**config.mk**
```make
export PLATFORM = sky130hd
export DESIGN_NAME = instr_fetch_unit
export DESIGN_NICKNAME = d
export VERILOG_FILES = /design/src/rtl/fetch_pkg.sv /design/src/rtl/fetch_buf.sv /design/src/rtl/instr_fetch_unit.sv
export SDC_FILE = /design/constraint.sdc
export NUM_CORES = 1
export LEC_CHECK = 0
export ABC_AREA = 1
export CELL_PAD_IN_SITES_DETAIL_PLACEMENT = 1
export CELL_PAD_IN_SITES_GLOBAL_PLACEMENT = 2
export CORE_MARGIN = 3
export CORE_UTILIZATION = 34
export CTS_BUF_LIST = sky130_fd_sc_hd__clkbuf_8
export DETAILED_ROUTE_END_ITERATION = 6
export GPL_TIMING_DRIVEN = 1
export PLACE_DENSITY_LB_ADDON = 0.1
export SLEW_MARGIN = 5
export SYNTH_ARGS = -nofsm -noshare
export SYNTH_HDL_FRONTEND = slang
export SYNTH_SLANG_ARGS = --single-unit
```
**constraint.sdc**
```tcl
create_clock -name clk -period 14.4 [get_ports clk]
set_input_delay 2.88 -clock clk [delete_from_list [all_inputs] [get_ports clk]]
set_output_delay 2.88 -clock clk [all_outputs]
set_load 0.01 [all_outputs]
```
**src/rtl/fetch_pkg.sv**
```systemverilog
// Shared definitions for the fetch and execute stages: opcodes, instruction field
// positions and the fetch-stage state type.
package fetch_pkg;

  localparam int OPER_MSB  = 31;
  localparam int OPER_LSB  = 27;
  localparam int RDST_MSB  = 26;
  localparam int RDST_LSB  = 22;
  localparam int RSRC1_MSB = 21;
  localparam int RSRC1_LSB = 17;
  localparam int IMM_BIT   = 16;
  localparam int RSRC2_MSB = 15;
  localparam int RSRC2_LSB = 11;
  localparam int ISRC_MSB  = 15;
  localparam int ISRC_LSB  = 0;

  localparam logic [4:0] OP_MOVSGPR = 5'd0;
  localparam logic [4:0] OP_MOV     = 5'd1;
  localparam logic [4:0] OP_ADD     = 5'd2;
  localparam logic [4:0] OP_SUB     = 5'd3;
  localparam logic [4:0] OP_MUL     = 5'd4;
  localparam logic [4:0] OP_HALT    = 5'b11111;

  typedef enum logic {
    ST_FETCH  = 1'b0,
    ST_HALTED = 1'b1
  } fetch_state_e;

endpackage

```
**src/rtl/fetch_buf.sv**
```systemverilog
// Two-entry FIFO of {instruction, pc} between the instruction memory and the execute stage.
// Head is driven straight from registers so the consumer sees no path from the memory.
module fetch_buf #(
  parameter int                DATA_W = 32,
  parameter int                ADDR_W = 8,
  parameter logic [ADDR_W-1:0] PC_RST = '0
) (
  input  logic              clk,
  input  logic              rst,
  input  logic              push,
  input  logic [DATA_W-1:0] push_instr,
  input  logic [ADDR_W-1:0] push_pc,
  input  logic              pop,
  input  logic              flush,
  output logic [DATA_W-1:0] head_instr,
  output logic [ADDR_W-1:0] head_pc,
  output logic [1:0]        count
);

  logic [DATA_W-1:0] instr_q [2];
  logic [ADDR_W-1:0] pc_q    [2];
  logic              wr_ptr_q;
  logic              rd_ptr_q;
  logic [1:0]        count_q;

  // NOTE: the storage is reset too, because the head is visible on the outputs and
  // must read as instruction 0 at the reset pc straight out of reset.
  always_ff @(posedge clk or posedge rst) begin
    if (rst) begin
      instr_q  <= '{default: '0};
      pc_q     <= '{default: PC_RST};
      wr_ptr_q <= 1'b0;
      rd_ptr_q <= 1'b0;
      count_q  <= 2'd0;
    end else if (flush) begin
      wr_ptr_q <= 1'b0;
      rd_ptr_q <= 1'b0;
      count_q  <= 2'd0;
    end else begin
      if (push) begin
        instr_q[wr_ptr_q] <= push_instr;
        pc_q[wr_ptr_q]    <= push_pc;
        wr_ptr_q          <= ~wr_ptr_q;
      end
      if (pop) rd_ptr_q <= ~rd_ptr_q;
      case ({push, pop})
        2'b10:   count_q <= count_q + 2'd1;
        2'b01:   count_q <= count_q - 2'd1;
        default: count_q <= count_q;
      endcase
    end
  end

  assign head_instr = instr_q[rd_ptr_q];
  assign head_pc    = pc_q[rd_ptr_q];
  assign count      = count_q;

endmodule

```
**src/rtl/instr_fetch_unit.sv**
```systemverilog
// Fetch stage: program counter, read issue to a 1-cycle synchronous instruction memory,
// redirect/halt control, and a 2-entry buffer presenting words to the execute stage.
module instr_fetch_unit
  import fetch_pkg::*;
#(
  parameter int                ADDR_W   = 8,
  parameter int                INSTR_W  = 32,
  parameter logic [ADDR_W-1:0] RESET_PC = '0,
  parameter logic [4:0]        HALT_OP  = OP_HALT
) (
  input  logic               clk,
  input  logic               rst,
  output logic               imem_en,
  output logic [ADDR_W-1:0]  imem_addr,
  input  logic [INSTR_W-1:0] imem_rdata,
  output logic [INSTR_W-1:0] ir_out,
  output logic [ADDR_W-1:0]  ir_pc,
  output logic               ir_valid,
  input  logic               ir_ready,
  input  logic               redirect_en,
  input  logic [ADDR_W-1:0]  redirect_pc,
  output logic               halted
);

  fetch_state_e      state_q, state_d;
  logic [ADDR_W-1:0] pc_q;
  logic [ADDR_W-1:0] inflight_pc_q;
  logic              inflight_q;
  logic [1:0]        count;
  logic [2:0]        load;
  logic              xfer;
  logic              halt_xfer;
  logic              push;
  logic              flush;

  assign ir_valid  = (count != 2'd0);
  assign xfer      = ir_valid & ir_ready;
  assign halt_xfer = xfer && (ir_out[OPER_MSB:OPER_LSB] == HALT_OP);
  // Occupancy counts the head as gone when it transfers this cycle; that is what lets
  // the stage sustain one word per cycle without ever overfilling the buffer.
  assign load      = {1'b0, count} - {2'b0, xfer} + {2'b0, inflight_q};
  assign imem_addr = pc_q;
  assign halted    = (state_q == ST_HALTED);

  // NOTE: every output of this block is given a default first, so no path through
  // the case statement can leave one unassigned and infer a latch.
  always_comb begin
    state_d = state_q;
    imem_en = 1'b0;
    push    = 1'b0;
    flush   = 1'b0;
    case (state_q)
      ST_FETCH: begin
        imem_en = !rst && !redirect_en && !halt_xfer && (load < 3'd2);
        push    = inflight_q && !redirect_en && !halt_xfer;
        if (redirect_en) begin
          flush = 1'b1;
        end else if (halt_xfer) begin
          flush   = 1'b1;
          state_d = ST_HALTED;
        end
      end
      ST_HALTED: begin
        if (redirect_en) begin
          flush   = 1'b1;
          state_d = ST_FETCH;
        end
      end
    endcase
  end

  // NOTE: sequential state uses non-blocking assignments so every register samples
  // the values from before the edge, independent of statement order.
  always_ff @(posedge clk or posedge rst) begin
    if (rst) begin
      state_q       <= ST_FETCH;
      pc_q          <= RESET_PC;
      inflight_q    <= 1'b0;
      inflight_pc_q <= RESET_PC;
    end else begin
      state_q    <= state_d;
      // No read is issued in a flush cycle, so this also squashes any in-flight word.
      inflight_q <= imem_en;
      if (imem_en) inflight_pc_q <= pc_q;
      if (redirect_en)  pc_q <= redirect_pc;
      else if (imem_en) pc_q <= pc_q + ADDR_W'(1);
    end
  end

  fetch_buf #(
    .DATA_W(INSTR_W),
    .ADDR_W(ADDR_W),
    .PC_RST(RESET_PC)
  ) u_buf (
    .clk       (clk),
    .rst       (rst),
    .push      (push),
    .push_instr(imem_rdata),
    .push_pc   (inflight_pc_q),
    .pop       (xfer),
    .flush     (flush),
    .head_instr(ir_out),
    .head_pc   (ir_pc),
    .count     (count)
  );

endmodule

```
==> results of run 1 <==
synthesized netlist by cell type, types with 2 or more instances:
| master | n | area [um^2] |
|---|---|---|
| nand2_1 | 206 | 773 |
| o21ai_0 | 107 | 536 |
| dfrtp_1 | 102 | 2550 |
| inv_1 | 64 | 240 |
| clkbuf_1 | 13 | 48.8 |
| nand2_2 | 13 | 81.3 |
| o21ai_1 | 13 | 65.1 |
| nand3_1 | 10 | 50.1 |
| o21ai_2 | 10 | 87.6 |
| buf_2 | 7 | 35.0 |
| nor2_1 | 7 | 26.3 |
| buf_6 | 5 | 56.3 |
| nor2_2 | 4 | 25.0 |
| buf_4 | 3 | 22.5 |
| inv_2 | 3 | 11.3 |
| nor3_1 | 3 | 15.0 |
| xor2_1 | 3 | 26.3 |
| a21oi_1 | 2 | 10.0 |
| buf_8 | 2 | 30.0 |
| ha_1 | 2 | 25.0 |
| nand4_1 | 2 | 12.5 |
| nor2_8 | 2 | 40.0 |
area by class of cell:
cell class | instances | area share
clock buffers | 11 | 0.0251
clock inverters | 4 | 0.00269
inverters | 68 | 0.0427
multi-input cells | 392 | 0.310
flip-flops and latches | 102 | 0.423
well taps | 180 | 0.0373
repair buffers | 97 | 0.160
cells in the final DEF (no fill, tap or decap):
master / Yosys / final
o21ai_2: 10 / 10
fa_1: 1 / 1
nand4_1: 2 / 2
ha_1: 2 / 2
inv_4: 0 / 1
nand2_8: 1 / 1
clkinv_1: 1 / 1
a21oi_1: 2 / 2
inv_1: 64 / 66
buf_4: 3 / 3
inv_2: 3 / 3
a21oi_2: 1 / 1
nor2_2: 4 / 4
clkinv_2: 0 / 1
nor4_1: 1 / 1
dfrtp_1: 102 / 101
dfrtp_2: 0 / 1
nand2_2: 13 / 13
xor2_1: 3 / 3
nor2_1: 7 / 7
nor3_1: 3 / 3
nand2_4: 1 / 1
nand3_4: 1 / 1
o21ai_0: 107 / 107
clkdlybuf4s50_1: 0 / 94
nor2_8: 2 / 2
nand2_1: 206 / 206
clkbuf_8: 0 / 11
o21ai_1: 13 / 13
or2_2: 1 / 1
nand3_1: 10 / 10
xnor2_1: 1 / 1
logic make-up after synthesis:
group           count (synthesis)  synth area share
compound gates                133             0.145
flops                         102             0.524
simple gates                  252             0.223
xor+xnor                        4           0.00719
buf+inv                        98            0.0919
fa+ha+maj                       3           0.00924
stage by stage:
stage / instances / instance area, um^2
final: 854 / 6040
after global placement: 839 / 5870
after CTS: 854 / 6040
after global routing: 854 / 6040
after floorplan: 592 / 4870
after detailed placement: 839 / 5870
sequential cells by signal, indices dropped and copies added, names as in the netlist:
name            count
u_buf.pc_q         16
imem_addr           8
inflight_pc_q       8
u_buf.count         2
halted              1
u_buf.wr_ptr_q      1
u_buf.rd_ptr_q      1
inflight_q          1
u_buf.instr_q      64
worst min-delay path by stage:
| stage | end | slack (ns) | cells past startpoint |
|---|---|---|---|
| after global routing | u_buf.instr_q[61] | 0.51 | 2 |
| after floorplan | u_buf.instr_q[61] | 0.44 | 2 |
| after CTS | u_buf.instr_q[61] | 0.49 | 2 |
| final | u_buf.instr_q[61] | 0.48 | 2 |
| after detailed placement | u_buf.instr_q[61] | 0.47 | 2 |
| after global placement | u_buf.instr_q[61] | 0.46 | 2 |
metal layers:
layer	vias up	share of wire
li1	2006	-
met1	1940	0.48
met2	71	0.47
met3	13	0.035
met4	0	0.019
met5	-	0
critical path, cell delays in order:
cell and delay (ns):
clkdlybuf4s50_1 0.40, o21ai_1 0.21, inv_1 0.19, ha_1 0.30, or2_2 0.31, fa_1 0.49, nand2_1 0.05, nor4_1 0.34
nand2_2 0.25, inv_1 0.26, clkdlybuf4s50_1 0.59
power by group:
part           switching, mW  total [mW]  internal [mW]
Combinational          0.224       0.427          0.203
Sequential            0.0536       0.455          0.401
Clock                 0.0951       0.165         0.0695
==> flow_summary.ini, run 1 <==
[clocking]
htree_num_levels = 3
hold_buffers = 0
postCtsSetupRepairBufs = 0
clkSlewWorstSetupHoldPaths_ns = 0.09
cts_sinks = 102
cts_root_buf = clkbuf_8
clkLatencyLatePin_ns = 0.37
numCtsBuffers = 9
cts_tree = done
cts_max_path_buffers = 2
cts_resized = 0

[yosys]
async_flop_share = 1.00
netlist_instances = 592
synth_edf_count = 0
synth_flop_cell = dfrtp_1
ys_seq_elements = 102
ys_types = 31
netlist_area_um2 = 4870
syn-num-nets = 639
syn_avg_cell_area_um2 = 8.23
seq_area_frac_synth = 0.524
synth_warnings = 0

[timing]
finalWorstSetupSlack_ns = 5.27
slew_viol_final = 0
fin_crit_ns = 9.13
finalHoldViolCount = 0
finalCritPeriodShare = 0.634
slew_headroom = 0.254
max_freq_ghz = 0.109
whs_ns = 0.479
rsz0062_at_grt = no
final.setup.tns_ns = 0
clock_skew_ns = 0.00691
setup_violations = 0
worst_pin_slew_ns = 1.12

[setup_path]
rr_worst_depth = 12
cp_max_fo = 15
critPathCaptureType = output port
r2r-start = u_buf.count[1]
arrival_ns = 6.25
critPathRequiredTime_ns = 11.52
path_class = in2out
worstReg2RegEnd = imem_addr[1]
worstSetupStartpoint = ir_ready
crit_end = imem_en
r2r_slack_ns = 11.07
worst_setup_path_start_kind = primary input

[die]
start_util = 0.350
fp.dieH_um = 126
dieArea_um2 = 15800
die_w_um = 126
core_um2 = 13900
rows = 43
boundaryPins = 95

[pwr]
power.leakage_nw = 2.84
powerDensity_nw_per_um2 = 173
power_mw = 1.05
ir_worst_vdd_mv = 0.0568

[place]
hpwl_mm = 8.08
gp_congestion = 0.751
io_buffers = 94
place_ws_ns = 5.26

[global_route]
grt_pass1_wl_mm = 21.2
grt.met1_usage = 0.220
busiest_layer = met2
grt_util_met3 = 0.0293
grt_pass1_vias = 4188
grt_max_degree = 83
grtUsageMet2 = 0.267
grt_use_total = 0.164
antenna_found_initial = 0
overflow = 0

[finish]
seq_area_um2 = 2550
syn2layout_area_growth_pct = 24.0
drive_gt1_frac = 0.0801
insertedDiodeCount = 0
final_util = 0.433
nets = 717
multi_input_area_um2 = 1870
nFillCells = 1708

[detailed_routing]
drt_pass1_iterations = 4
wl_per_cell_um = 14.4
first_iter_violations = 229
vias = 4030
drtAntennaViolNets = 0
routed_via_density = 4.72
drcViolationCount = 0
drt_wl_total_mm = 12.3

[hold_path]
hp-class = reg2reg
hp-start = u_buf.instr_q[61]

[run]
drv_cap = 0

[status]
outcome = finished, final reports clean
Note: power is estimated with default switching activity, not from simulation.
==> run 2, diff against run 1 <==
CORE_UTILIZATION = 31   (was 34)
clock period = 9.58 ns   (was 14.4 ns; I/O delays follow)
==> run 2 against run 1 <==
Against the previous run: setup slack got worse by 2.9 ns; clock skew is essentially flat; utilization shrank 3.6 points; sequential power increased by 51%; via count rose by 1.1%; sequential cell count did not move; critical path type unchanged.
==> flow_summary.ini, run 2 (same netlist as run 1, synthesis figures left out) <==
[detailed_routing]
drcViolationCount = 0
drt_wl_total_mm = 13.0
first_iter_violations = 209
wl_per_cell_um = 14.6
drt_pass1_iterations = 4
drtAntennaViolNets = 0
vias = 4073
routed_via_density = 4.60

[setup_path]
cp_max_fo = 15
critPathCaptureType = output port
rr_worst_depth = 12
critPathBufInv = 4
arrival_ns = 5.28
slowest_delay_ns = 0.58
cp_top_family = buffers and inverters
worst_setup_path_start_kind = primary input
r2r_slack_ns = 6.27
critPathRequiredTime_ns = 7.66
r2r-start = u_buf.count[1]
path_class = in2out
crit_chain = clkdlybuf4s50_1 -> o21ai_1 -> inv_1 -> ha_1 -> or2_2 -> fa_1 -> nand2_1 -> nor4_1 -> nand2_2 -> inv_1 -> clkdlybuf4s50_1
worstReg2RegEnd = imem_addr[1]
slowest_stage = clkdlybuf4s50_1

[hold_path]
min_path_cells = 2
hold-path-endpoint = u_buf.instr_q[1]
hp-start = u_buf.instr_q[1]
hp-class = reg2reg

[finish]
nFillCells = 1877
insertedDiodeCount = 0
layout_commonest_cell = nand2_1
top_register = u_buf.instr_q
syn2layout_area_growth_pct = 24.9
nets = 717
largest_register_ffs = 64
drive_gt1_frac = 0.0846
final_cell_mix = 206 x nand2_1, 107 x o21ai_0, 101 x dfrtp_1
reg_top3 = u_buf.instr_q (64), u_buf.pc_q (16)

[clocking]
cts_tree = done
cts_root_buf = clkbuf_8
clkSlewWorstSetupHoldPaths_ns = 0.09
cts_sinks = 102
cts_max_path_buffers = 2
clkLatencyLatePin_ns = 0.37
numCtsBuffers = 9
hold_buffers = 0
htree_num_levels = 3
cts_resized = 0
postCtsSetupRepairBufs = 0

[global_route]
grt_pass1_vias = 4440
grt_pass1_wl_mm = 22.6
grt_use_total = 0.159
antenna_found_initial = 0
grt_max_degree = 81
overflow = 0

[pwr]
power.internal_mw = 1.01
ir_worst_vdd_mv = 0.0758
netSwitchingPower_uw = 574
swShare = 0.362
pwr-share-clk = 0.161
p_comb_frac = 0.407
powerDensity_nw_per_um2 = 261
seq_power_share = 0.432
power.leakage_nw = 2.83
power_mw = 1.59

[die]
rows = 45
die_w_um = 131
start_util = 0.318
dieArea_um2 = 17300
fp.dieH_um = 131
core_um2 = 15300
boundaryPins = 95

[timing]
finalCritPeriodShare = 0.752
setup_violations = 0
slew_viol_final = 0
slew_headroom = 0.250
final.setup.tns_ns = 0
clock_skew_ns = 0.00663
max_freq_ghz = 0.139
worst_pin_slew_ns = 1.12
finalHoldViolCount = 0
fin_crit_ns = 7.20
rsz0062_at_grt = no

[status]
outcome = finished, final reports clean

[place]
io_buffers = 94
gp_congestion = 0.770
hpwl_mm = 8.49

[run]
drv_cap = 0
==> run 2: cell types whose count changed in the layout (fill, tap and decap cells not counted) <==
cell        delta
inv_1          -3
clkinvlp_4     +1
clkinv_2       +2
==> run 2: worst register-to-register path, stage by stage (launching register included) <==
cell	delay (ns)
dfrtp_1	0.48
o21ai_1	0.31
inv_1	0.18
ha_1	0.30
or2_2	0.31
fa_1	0.49
nand2_1	0.05
nor4_1	0.37
nand2_2	0.25
nand2_2	0.24
inv_2	0.08
nand2_1	0.07
nand3_1	0.07
==> run 2: layer usage <==
| layer | track usage | part of all wire | vias up |
|---|---|---|---|
| li1 | - | - | 2001 |
| met1 | 0.204 | 0.47 | 1989 |
| met2 | 0.268 | 0.49 | 75 |
| met3 | 0.0436 | 0.035 | 8 |
| met4 | 0.0432 | 0.010 | 0 |
| met5 | 0 | 0 | - |
==> run 2: stage by stage <==
step                 util  setup WS [ns]  hold slack (ns)  instances  cell area (um^2)
detailed placement  0.386           2.35            0.473        870              5910
finish              0.397           2.38            0.491        885              6080
global route        0.397           2.08            0.522        885              6080
floorplan               -           2.81            0.441        592              4870
CTS                 0.397           2.33            0.496        885              6080
global placement    0.386           2.44            0.461        870              5910
==> run 2: power groups by stage <==
| stage | Sequential [mW] | Clock (mW) | Combinational, mW |
|---|---|---|---|
| floorplan | 0.673 | 0 | 0.359 |
| global placement | 0.690 | 0 | 0.643 |
| detailed placement | 0.698 | 0 | 0.660 |
| CTS | 0.689 | 0.273 | 0.664 |
| global route | 0.709 | 0.291 | 0.733 |
| finish | 0.686 | 0.255 | 0.646 |
==> run 2: area by class of cell <==
type	instances	area [um^2]	area share
clock inverter	4	22.5	0.00370
clock buffer	11	151	0.0249
tap	211	264	0.0434
sequential	102	2550	0.420
multi-input combinational	392	1870	0.308
inverter	68	258	0.0424
timing repair buffer	97	963	0.158
==> run 2: worst max path at each step <==
stage / from / end / slack [ns] / cells after the start
2_1_floorplan: rst / imem_en / 2.81 / 5
3_3_place_gp: ir_ready / imem_en / 2.44 / 11
3_5_place_dp: ir_ready / imem_en / 2.35 / 11
4_1_cts: ir_ready / imem_en / 2.33 / 11
5_1_grt: ir_ready / imem_en / 2.08 / 11
6_report: ir_ready / imem_en / 2.38 / 11
==> run 3, diff against run 2 <==
clock period = 7.4 ns   (was 9.58 ns; I/O delays follow)
==> run 3 against run 2 <==
Against the previous run: largest cell class unchanged; total power grew 32%; sequential cell count unchanged; sequential power rose by 29%; register-to-register slack lost 2.2 ns; final cell count is 0.11% higher; setup slack got worse by 1.3 ns; largest power group unchanged; worst hold slack worse by 0.00060 ns; via count grew 1.2%; clock power is 44% higher; sequential share of layout area fell by 0.19 points; first-iteration DRC count down 26%; utilization grew 0.18 points.
==> flow_summary.ini, run 3 (same netlist as run 1, synthesis figures left out) <==
[clocking]
cts_max_path_buffers = 2
cts_sinks = 102
numCtsBuffers = 9
cts_root_buf = clkbuf_8
clkSlewWorstSetupHoldPaths_ns = 0.10
postCtsSetupRepairBufs = 0
cts_tree = done
hold_buffers = 0
cts_resized = 0
clkLatencyLatePin_ns = 0.37
htree_num_levels = 3

[pwr]
p_comb_frac = 0.400
swShare = 0.355
power.internal_mw = 1.35
powerDensity_nw_per_um2 = 342
seq_power_share = 0.425
pwr-share-clk = 0.176
power.leakage_nw = 2.84
ir_worst_vdd_mv = 0.104
netSwitchingPower_uw = 742
power_mw = 2.09

[place]
gp_congestion = 0.739
place_ws_ns = 1.05
hpwl_mm = 8.37
dp_cells = 870
io_buffers = 94
placed_cell_area_um2 = 5910

[timing]
rsz0062_at_grt = no
slew_viol_final = 0
finalHoldViolCount = 0
setup_violations = 0
fin_crit_ns = 6.35
slew_headroom = 0.244
finalWorstSetupSlack_ns = 1.05
max_freq_ghz = 0.158
whs_ns = 0.491
worst_pin_slew_ns = 1.13
final.setup.tns_ns = 0
clock_skew_ns = 0.0105
finalCritPeriodShare = 0.858

[finish]
final_cells = 886
layout_commonest_cell = nand2_1
final_cell_mix = 206 x nand2_1, 107 x o21ai_0, 101 x dfrtp_1
largest_register_ffs = 64
syn2layout_area_growth_pct = 25.4
insertedDiodeCount = 0
reg_top3 = u_buf.instr_q (64), u_buf.pc_q (16)
finalInstanceArea_um2 = 6110
final_util = 0.399
nFillCells = 1855
nets = 717
drive_gt1_frac = 0.0830
top_register = u_buf.instr_q

[setup_path]
arrival_ns = 4.87
cp_max_fo = 15
path_class = in2out
critPathCaptureType = output port
critPathRequiredTime_ns = 5.92
worst_setup_path_start_kind = primary input

[die]
rows = 45
core_um2 = 15300
dieArea_um2 = 17300
fp.dieH_um = 131
boundaryPins = 95
die_w_um = 131
start_util = 0.318

[run]
drv_cap = 0

[global_route]
grt_max_degree = 80
antenna_found_initial = 0
grt_pass1_vias = 4302
grt_use_total = 0.155
grt_pass1_wl_mm = 22.0
overflow = 0

[detailed_routing]
first_iter_violations = 154
drcViolationCount = 0
drtAntennaViolNets = 0
vias = 4120
wl_per_cell_um = 14.4
routed_via_density = 4.65
drt_wl_total_mm = 12.8
drt_pass1_iterations = 4

[status]
outcome = finished, final reports clean

[hold_path]
hp-class = reg2reg
run 3: changes by cell type in the layout (fill, tap and decap cells not counted), sizes merged:
cell,previous run,this run
bufinv,0,1
clkinv,4,2
inv,67,69
run 3: final timing paths:
kind / startpoint / depth (start not counted) / end / slack (ns)
worst max register to register: u_buf.count[1] / 12 / imem_addr[7] / 4.07
max in group asynchronous: rst / 3 / u_buf.rd_ptr_q / 4.64
worst max-delay path: ir_ready / 11 / imem_en / 1.05
worst min register to register: u_buf.instr_q[1] / 2 / u_buf.instr_q[1] / 0.49
min in group asynchronous: rst / 2 / u_buf.instr_q[60] / 1.56
worst min-delay path: u_buf.instr_q[1] / 2 / u_buf.instr_q[1] / 0.49
run 3: cell type report:
cell class              count  area, um^2  area share
flip-flops and latches    102        2550       0.418
well taps                 211         264      0.0432
multi-input cells         392        1870       0.306
inverters                  68         258      0.0422
repair buffers             97         963       0.158
clock inverters             5        50.0     0.00819
clock buffers              11         151      0.0248
run 3: worst max-delay path: stages:
cell and delay, ns:
clkdlybuf4s50_1 0.40, o21ai_1 0.20, inv_1 0.18, ha_1 0.31, or2_2 0.31, fa_1 0.48
nand2_1 0.05, nor4_1 0.38, nand2_2 0.25, inv_1 0.25, clkdlybuf4s50_1 0.58
run 3: routing by layer:
| layer | share of wire | routed length, um | global-route usage |
|---|---|---|---|
| met1 | 0.46 | 5830 | 0.202 |
| met2 | 0.48 | 6140 | 0.254 |
| met3 | 0.044 | 557 | 0.0356 |
| met4 | 0.020 | 252 | 0.0548 |
| met5 | 0 | 0 | 0 |
run 3: power groups by stage:
stage	clock network, mW	logic, mW	registers [mW]
final	0.367	0.835	0.887
after global routing	0.405	0.951	0.920
after CTS	0.383	0.857	0.892
after detailed placement	0	0.852	0.904
after global placement	0	0.831	0.894
after floorplan	0	0.465	0.871
